`src/rtl/rsc_frame_encoder.sv`:
```
// Recursive systematic convolutional constituent encoder with frame counting,
// automatic trellis termination and valid/ready handshakes on both sides.
module rsc_frame_encoder #(
    parameter int         M         = 3,
    parameter logic [M:0] FB_POLY   = 4'b1101,
    parameter logic [M:0] FF_POLY   = 4'b1011,
    parameter int         FRAME_LEN = 40
) (
    input  logic clk,
    input  logic clr,
    input  logic enable,
    input  logic start,
    input  logic in_valid,
    input  logic in_bit,
    output logic in_ready,
    output logic out_valid,
    input  logic out_ready,
    output logic out_sys,
    output logic out_par,
    output logic out_tail,
    output logic out_last,
    output logic busy
);

    localparam int CW = (FRAME_LEN > 1) ? $clog2(FRAME_LEN) : 1;
    localparam int TW = $clog2(M);
    localparam logic [CW-1:0] LAST_BIT  = CW'(FRAME_LEN - 1);
    localparam logic [TW-1:0] LAST_TAIL = TW'(M - 1);

    typedef enum logic [1:0] {
        IDLE = 2'd0,
        DATA = 2'd1,
        TAIL = 2'd2
    } state_t;

    state_t        state_q, state_d;
    // s_q[i-1] holds shift-register stage s[i]; s_q[0] is the most recent stage
    logic [M-1:0]  s_q, s_d;
    logic [CW-1:0] cnt_q, cnt_d;
    logic [TW-1:0] tcnt_q, tcnt_d;
    logic          out_valid_q, out_valid_d;
    logic          out_sys_q, out_sys_d;
    logic          out_par_q, out_par_d;
    logic          out_tail_q, out_tail_d;
    logic          out_last_q, out_last_d;

    logic          out_free_s;
    logic          data_step_s;
    logic          tail_step_s;
    logic          fb_s;
    logic          u_s;
    logic          a_s;
    logic          z_s;

    function automatic logic fb_taps(input logic [M-1:0] s);
        logic acc;
        acc = 1'b0;
        for (int i = 1; i <= M; i++) begin
            acc = acc ^ (FB_POLY[i] & s[i-1]);
        end
        return acc;
    endfunction

    function automatic logic ff_parity(input logic a, input logic [M-1:0] s);
        logic acc;
        acc = FF_POLY[0] & a;
        for (int i = 1; i <= M; i++) begin
            acc = acc ^ (FF_POLY[i] & s[i-1]);
        end
        return acc;
    endfunction

    assign out_free_s  = !out_valid_q || out_ready;
    assign in_ready    = enable && (state_q == DATA) && out_free_s;
    assign data_step_s = in_ready && in_valid;
    assign tail_step_s = enable && (state_q == TAIL) && out_free_s;

    // Tail steps feed back the register taps so the feedback bit cancels to zero
    assign fb_s = fb_taps(s_q);
    assign u_s  = tail_step_s ? fb_s : in_bit;
    assign a_s  = u_s ^ fb_s;
    assign z_s  = ff_parity(a_s, s_q);

    // Next-state logic for the FSM, shift register, counters and output register
    always_comb begin
        state_d     = state_q;
        s_d         = s_q;
        cnt_d       = cnt_q;
        tcnt_d      = tcnt_q;
        out_valid_d = out_valid_q;
        out_sys_d   = out_sys_q;
        out_par_d   = out_par_q;
        out_tail_d  = out_tail_q;
        out_last_d  = out_last_q;
        if (enable) begin
            case (state_q)
                IDLE: begin
                    if (start) begin
                        state_d = DATA;
                        s_d     = {M{1'b0}};
                        cnt_d   = {CW{1'b0}};
                        tcnt_d  = {TW{1'b0}};
                    end else begin
                        state_d = IDLE;
                    end
                end
                DATA: begin
                    if (data_step_s) begin
                        s_d = {s_q[M-2:0], a_s};
                        if (cnt_q == LAST_BIT) begin
                            state_d = TAIL;
                            cnt_d   = {CW{1'b0}};
                        end else begin
                            cnt_d = cnt_q + CW'(1);
                        end
                    end else begin
                        s_d = s_q;
                    end
                end
                TAIL: begin
                    if (tail_step_s) begin
                        s_d = {s_q[M-2:0], a_s};
                        if (tcnt_q == LAST_TAIL) begin
                            state_d = IDLE;
                            tcnt_d  = {TW{1'b0}};
                        end else begin
                            tcnt_d = tcnt_q + TW'(1);
                        end
                    end else begin
                        s_d = s_q;
                    end
                end
                default: begin
                    state_d = IDLE;
                end
            endcase

            if (data_step_s || tail_step_s) begin
                out_valid_d = 1'b1;
                out_sys_d   = u_s;
                out_par_d   = z_s;
                out_tail_d  = tail_step_s;
                out_last_d  = tail_step_s && (tcnt_q == LAST_TAIL);
            end else if (out_ready) begin
                out_valid_d = 1'b0;
                out_sys_d   = 1'b0;
                out_par_d   = 1'b0;
                out_tail_d  = 1'b0;
                out_last_d  = 1'b0;
            end else begin
                out_valid_d = out_valid_q;
            end
        end else begin
            state_d = state_q;
        end
    end

    // State and output registers with asynchronous clear
    always_ff @(posedge clk or posedge clr) begin
        if (clr) begin
            state_q     <= IDLE;
            s_q         <= {M{1'b0}};
            cnt_q       <= {CW{1'b0}};
            tcnt_q      <= {TW{1'b0}};
            out_valid_q <= 1'b0;
            out_sys_q   <= 1'b0;
            out_par_q   <= 1'b0;
            out_tail_q  <= 1'b0;
            out_last_q  <= 1'b0;
        end else begin
            state_q     <= state_d;
            s_q         <= s_d;
            cnt_q       <= cnt_d;
            tcnt_q      <= tcnt_d;
            out_valid_q <= out_valid_d;
            out_sys_q   <= out_sys_d;
            out_par_q   <= out_par_d;
            out_tail_q  <= out_tail_d;
            out_last_q  <= out_last_d;
        end
    end

    assign out_valid = out_valid_q;
    assign out_sys   = out_sys_q;
    assign out_par   = out_par_q;
    assign out_tail  = out_tail_q;
    assign out_last  = out_last_q;
    assign busy      = (state_q != IDLE);

endmodule

```
`config.mk`:
```
export PLATFORM = sky130hd
export DESIGN_NAME = rsc_frame_encoder
export DESIGN_NICKNAME = d
export VERILOG_FILES = /design/src/rtl/rsc_frame_encoder.sv
export SDC_FILE = /design/constraint.sdc
export NUM_CORES = 1
export LEC_CHECK = 0
export BUFFER_PORTS_ARGS = -buffer_cell sky130_fd_sc_hd__buf_2
export CORE_UTILIZATION = 40
export DETAILED_ROUTE_END_ITERATION = 10
export GPL_ROUTABILITY_DRIVEN = 0
export PLACE_DENSITY = 0.65
export REMOVE_ABC_BUFFERS = 1
export SYNTH_ARGS = -nofsm -noshare
export SYNTH_HDL_FRONTEND = slang
export SYNTH_SLANG_ARGS = --single-unit
```
`constraint.sdc`:
```
create_clock -name clk -period 3.8 [get_ports clk]
set_input_delay 0.76 -clock clk [delete_from_list [all_inputs] [get_ports clk]]
set_output_delay 0.76 -clock clk [all_outputs]
set_load 0.01 [all_outputs]
```
=== Word level (Yosys, flattened, before mapping) ===
Index checks and enable logic that the tools add are counted.

* $add $sub $neg: 2
* Eq/ne operators: 9
* Mux-type cells: 25
* Bitwise operators: 4
* Reductions and logical operators: 20

{| class="wikitable"
|+ Operator list
! operator !! number
|-
| 2-to-1 mux 6 bit || 3
|-
| 2-to-1 mux 2 bit || 7
|-
| case mux 6 bit (2 select lines) || 1
|-
| AND reduction 5 bit || 2
|-
| 2-to-1 mux 3 bit || 3
|-
| case mux 3 bit (3 select lines) || 1
|-
| 2-to-1 mux 1 bit || 8
|-
| AND reduction 4 bit || 2
|-
| nonzero test 2 bit || 4
|-
| adder 6 x 1 -> 6 bit, second input constant || 1
|-
| == test 6 bit, second input constant || 1
|-
| logical AND 1 bit || 6
|-
| inequality test 2 bit, second input constant || 3
|-
| case mux 2 bit (3 select lines) || 1
|-
| == test 2 bit, second input constant || 2
|-
| inequality test 2 x 1 -> 1 bit, second input constant || 2
|-
| case mux 2 bit (2 select lines) || 1
|-
| bitwise XOR 1 bit || 4
|-
| nonzero test 3 bit || 1
|-
| adder 2 x 1 -> 2 bit, second input constant || 1
|-
| == test 2 x 1 -> 1 bit, second input constant || 1
|-
| zero test 2 bit || 1
|-
| logical OR 1 bit || 2
|-
| AND reduction 2 bit || 1
|-
| zero test 1 bit || 1
|}

* Register bits: 18

=== Depth between registers and ports, before layout ===
* Depth in word-level cells: 8
* Gate-level depth with buffers: 8

=== Worst setup path after synthesis ===
OpenSTA, ideal clock, no wires.

* Path type: input-to-output
* Start: input enable
* End: output in_ready
* Data arrival time: 1,354 ps
* Required time: 3,040 ps
* Path slack: 1,686 ps
* Stages: 3
* Buffers on the path: 1
* Cells stage by stage: buf_2 inv_1 nor3_1

* Cells in the longest elaborated chain, start to end: 2

{| class="wikitable"
|+ RTL lines
! what !! line !! RTL
|-
| start: declaration || 11 || <nowiki>input logic enable,</nowiki>
|-
| logical AND 1 bit (2 in a row) || 74 || <nowiki>assign in_ready = enable && (state_q == DATA) && out_free_s;</nowiki>
|-
| end: declaration || 15 || <nowiki>output logic in_ready,</nowiki>
|}

Every way passes these cells.

=== Worst setup path in the final report ===
* Start: register state_q[1]
* End: output in_ready

* Cells in the longest elaborated chain, start to end: 3

{| class="wikitable"
|+ RTL lines
! what !! line !! RTL
|-
| start: declaration || 36 || <nowiki>state_t state_q, state_d;</nowiki>
|-
| start signal: assignment || 171 || <nowiki>state_q <= state_d;</nowiki>
|-
| == test 2 x 1 -> 1 bit || 74 ||
|-
| logical AND 1 bit (2 in a row) || 74 ||
|}

Every way passes these cells.

==> results.py <==
metrics = {
    "synthesis": {
        "synth_cell_type_count": 36,
        "synth_simple_gate_area_frac": 0.2438,
        "synthArstFlopShare": 1.000,
        "ys_seq_elements": 18,
        "synth.top_cell.area_share": 0.4027,
        "synth_compound_area_frac": 0.1879,
        "synth-edff-count": 0,
        "yosys_warnings": 0,
        "synthAdderAreaFrac": 0.04474,
        "synth_cells": 123,
        "synth_top_area_cell": "dfrtp_1",
        "yosysSeqAreaShare": 0.4027,
        "netlist_area_um2": 1119,
        "synthMuxAreaShare": 0.02685,
        "avgSynthCellArea_um2": 9.094,
        "yosys-top-cells-area": "dfrtp_1 40%, o21ai_0 5.4%, nand2_1 5.4%",
        "synth_flop_cell": "dfrtp_1",
        "synth_xor_area_frac": 0.04474,
        "synth_top_family_by_area": "simple AND/OR/NAND/NOR gates",
        "synth_common_cells": "18 x dfrtp_1, 16 x nand2_1, 12 x o21ai_0, 10 x nand3_1, 6 x inv_1",
        "synth.most_common_cell": "dfrtp_1",
    },
    "worst_hold_path": {
        "hold_path_class": "register to register",
    },
    "grt": {
        "grt_pass1_wl_um": 3877,
        "grt_util_all_layers": 0.1832,
        "grt_antenna_before_repair": 0,
        "grt_max_degree": 19,
        "grt_overflow": 0,
        "first_global_vias": 880,
    },
    "floorplan": {
        "initial_core_util": 0.4357,
        "dieArea_um2": 3012,
        "rows": 18,
        "core_um2": 2567,
        "chipHeight_um": 54.88,
        "pin_count": 14,
        "die_w_um": 54.88,
    },
    "setup_path": {
        "max_stage_delay_ns": 0.41,
        "critPathLaunchType": "register",
        "cp_slowest_cell": "dfrtp_1",
        "cp_cell_sequence": "inv_1, ha_1, inv_1, nor3_1, buf_2",
        "worst_setup_path_end_kind": "output pin",
        "critPathBufInv": 3,
        "required_ns": 3.04,
        "crit_fanout": 11,
        "path_common_cell": "inv_1",
        "crit_family": "flip-flops",
        "criticalPathCategory": "register to output pin",
        "cp.arrival_ns": 1.68,
    },
    "sta": {
        "finalCriticalPeriod_ns": 2.436,
        "slew_violations": 0,
        "fin_setup_tns_ns": 0,
        "fin_crit_sh": 0.6411,
        "max_slew.worst_pin.slew_ns": 0.7746,
        "setup_violations": 0,
        "relSlewSlack": 0.4812,
        "fmaxAchievable_mhz": 410.5,
        "hold_viol": 0,
        "skew_ns": 0.004369,
        "rsz0062_at_grt": "false",
    },
    "routing": {
        "drcViolationCount": 0,
        "antenna_left": 0,
        "vias": 984,
        "first_pass_iters": 4,
        "vias_per_cell": 6.000,
        "wl_um": 2305,
        "wl_per_cell_um": 14.05,
        "drt_iter0_drc": 17,
    },
    "layout": {
        "nets": 146,
        "drive_above_1_share": 0.1418,
        "fillers": 250,
        "n_antenna_cell": 0,
        "area_growth_pct": 9.507,
    },
    "run": {
        "drv_cap": 0,
    },
    "power": {
        "p_leak_nw": 0.5761,
        "powerDensity_nw_per_um2": 482.2,
        "p_total_uw": 590.7,
        "peakVddDrop_mv": 0.3110,
    },
    "placed_design": {
        "io_buffers": 13,
        "dp_hpwl_um": 1744,
    },
    "clocking": {
        "postCtsSetupRepairBufs": 0,
        "cts_sinks": 18,
        "h-tree-depth": 1,
        "cts_buffers": 3,
        "clk_latency_ns": 0.30,
        "postCtsHoldBufs": 0,
        "cts_root_buf": "clkbuf_4",
        "clock_path_buffers": 2,
        "cts-resized-gates": 0,
        "cts_tree": "built",
        "path_clk_slew_ns": 0.11,
    },
    "status": {
        "status": "completed",
    },
}
[per-stage QoR]
step | cell area, um2 | setup slack, ns | std cells | util | hold WS, ns
5_1_grt | 1225 | 1.218 | 164 | 0.4771 | 0.5565
2_1_floorplan | 1086 | 1.847 | 117 | - | 0.4755
6_report | 1225 | 1.364 | 164 | 0.4771 | 0.5191
3_3_place_gp | 1189 | 1.589 | 160 | 0.4630 | 0.4829
4_1_cts | 1225 | 1.363 | 164 | 0.4771 | 0.5303
3_5_place_dp | 1189 | 1.577 | 160 | 0.4630 | 0.4994
[state kept, by name, summed over array words and instances (netlist names)]
| signal | flops |
|---|---|
| out_valid | 1 |
| out_sys | 1 |
| out_par | 1 |
| s_q | 3 |
| out_last | 1 |
| out_tail | 1 |
| tcnt_q | 2 |
| cnt_q | 6 |
| state_q | 2 |
[logic make-up after synthesis]
group,Yosys count
flops,18
xor+xnor,4
simple gates,50
fa+ha+maj,4
buf+inv,12
mux,3
compound gates,32
[report_power, final]
group	total (mW)	switching [mW]	internal, mW
logic	0.199	0.0998	0.0989
clock network	0.119	0.0610	0.0584
registers	0.273	0.0420	0.231
[layer usage]
metal  vias up  track usage  routed length [um]
met3         4      0.05833                 102
met2        31       0.2972                1074
met1       479       0.2356                1104
met4         0      0.03846                  23
met5         -            0                   0
li1        470            -                   -
[path summary, 6_finish.rpt]
check,from,to,slack (ns),depth (start not counted)
worst max-delay path,state_q[1]$_DFFE_PP0P_,in_ready,1.36,5
worst min-delay path,out_last$_DFFE_PP0P_,out_last$_DFFE_PP0P_,0.52,2
worst max register to register,state_q[1]$_DFFE_PP0P_,cnt_q[5]$_DFFE_PP0P_,1.76,6
worst min register to register,out_last$_DFFE_PP0P_,out_last$_DFFE_PP0P_,0.52,2
max in group asynchronous,clr,cnt_q[2]$_DFFE_PP0P_,2.81,2
min in group asynchronous,clr,out_par$_DFFE_PP0P_,0.55,2
[cells in the final DEF (no fill, tap or decap), types with 2 or more instances in the layout]
cell      synthesis  final
a21o_1            2      2
a21oi_1           2      2
a22oi_1           3      3
buf_2             2     13
clkbuf_4          0      3
dfrtp_1          18     18
ha_1              4      4
inv_1             6      6
mux2i_1           3      3
nand2_1          16     16
nand2b_1          4      4
nand3_1          10     10
nand4_1           3      3
nor2_1            3      3
nor2b_1           2      2
nor3_1            2      2
o21ai_0          12     12
o22a_1            2      2
o31ai_1           5      5
or4_1             3      3
xnor2_1           3      3
[tightest hold or removal path, delay by kind of cell (launching register included)]
| kind | cells | cell delay [ns] |
|---|---|---|
| DFF | 1 | 0.36 |
| AOI/OAI and AO/OA | 1 | 0.07 |
| and+or+nand+nor | 1 | 0.06 |
[cell type report]
type	instances	area (um2)	area share
Sequential cell	18	450.4	0.3677
Tap cell	30	37.54	0.03064
Multi-Input combinational cell	93	613.1	0.5005
Clock buffer	4	36.28	0.02962
Timing Repair Buffer	13	65.06	0.05312
Inverter	6	22.52	0.01839
Note: power is estimated with default switching activity, not from simulation.
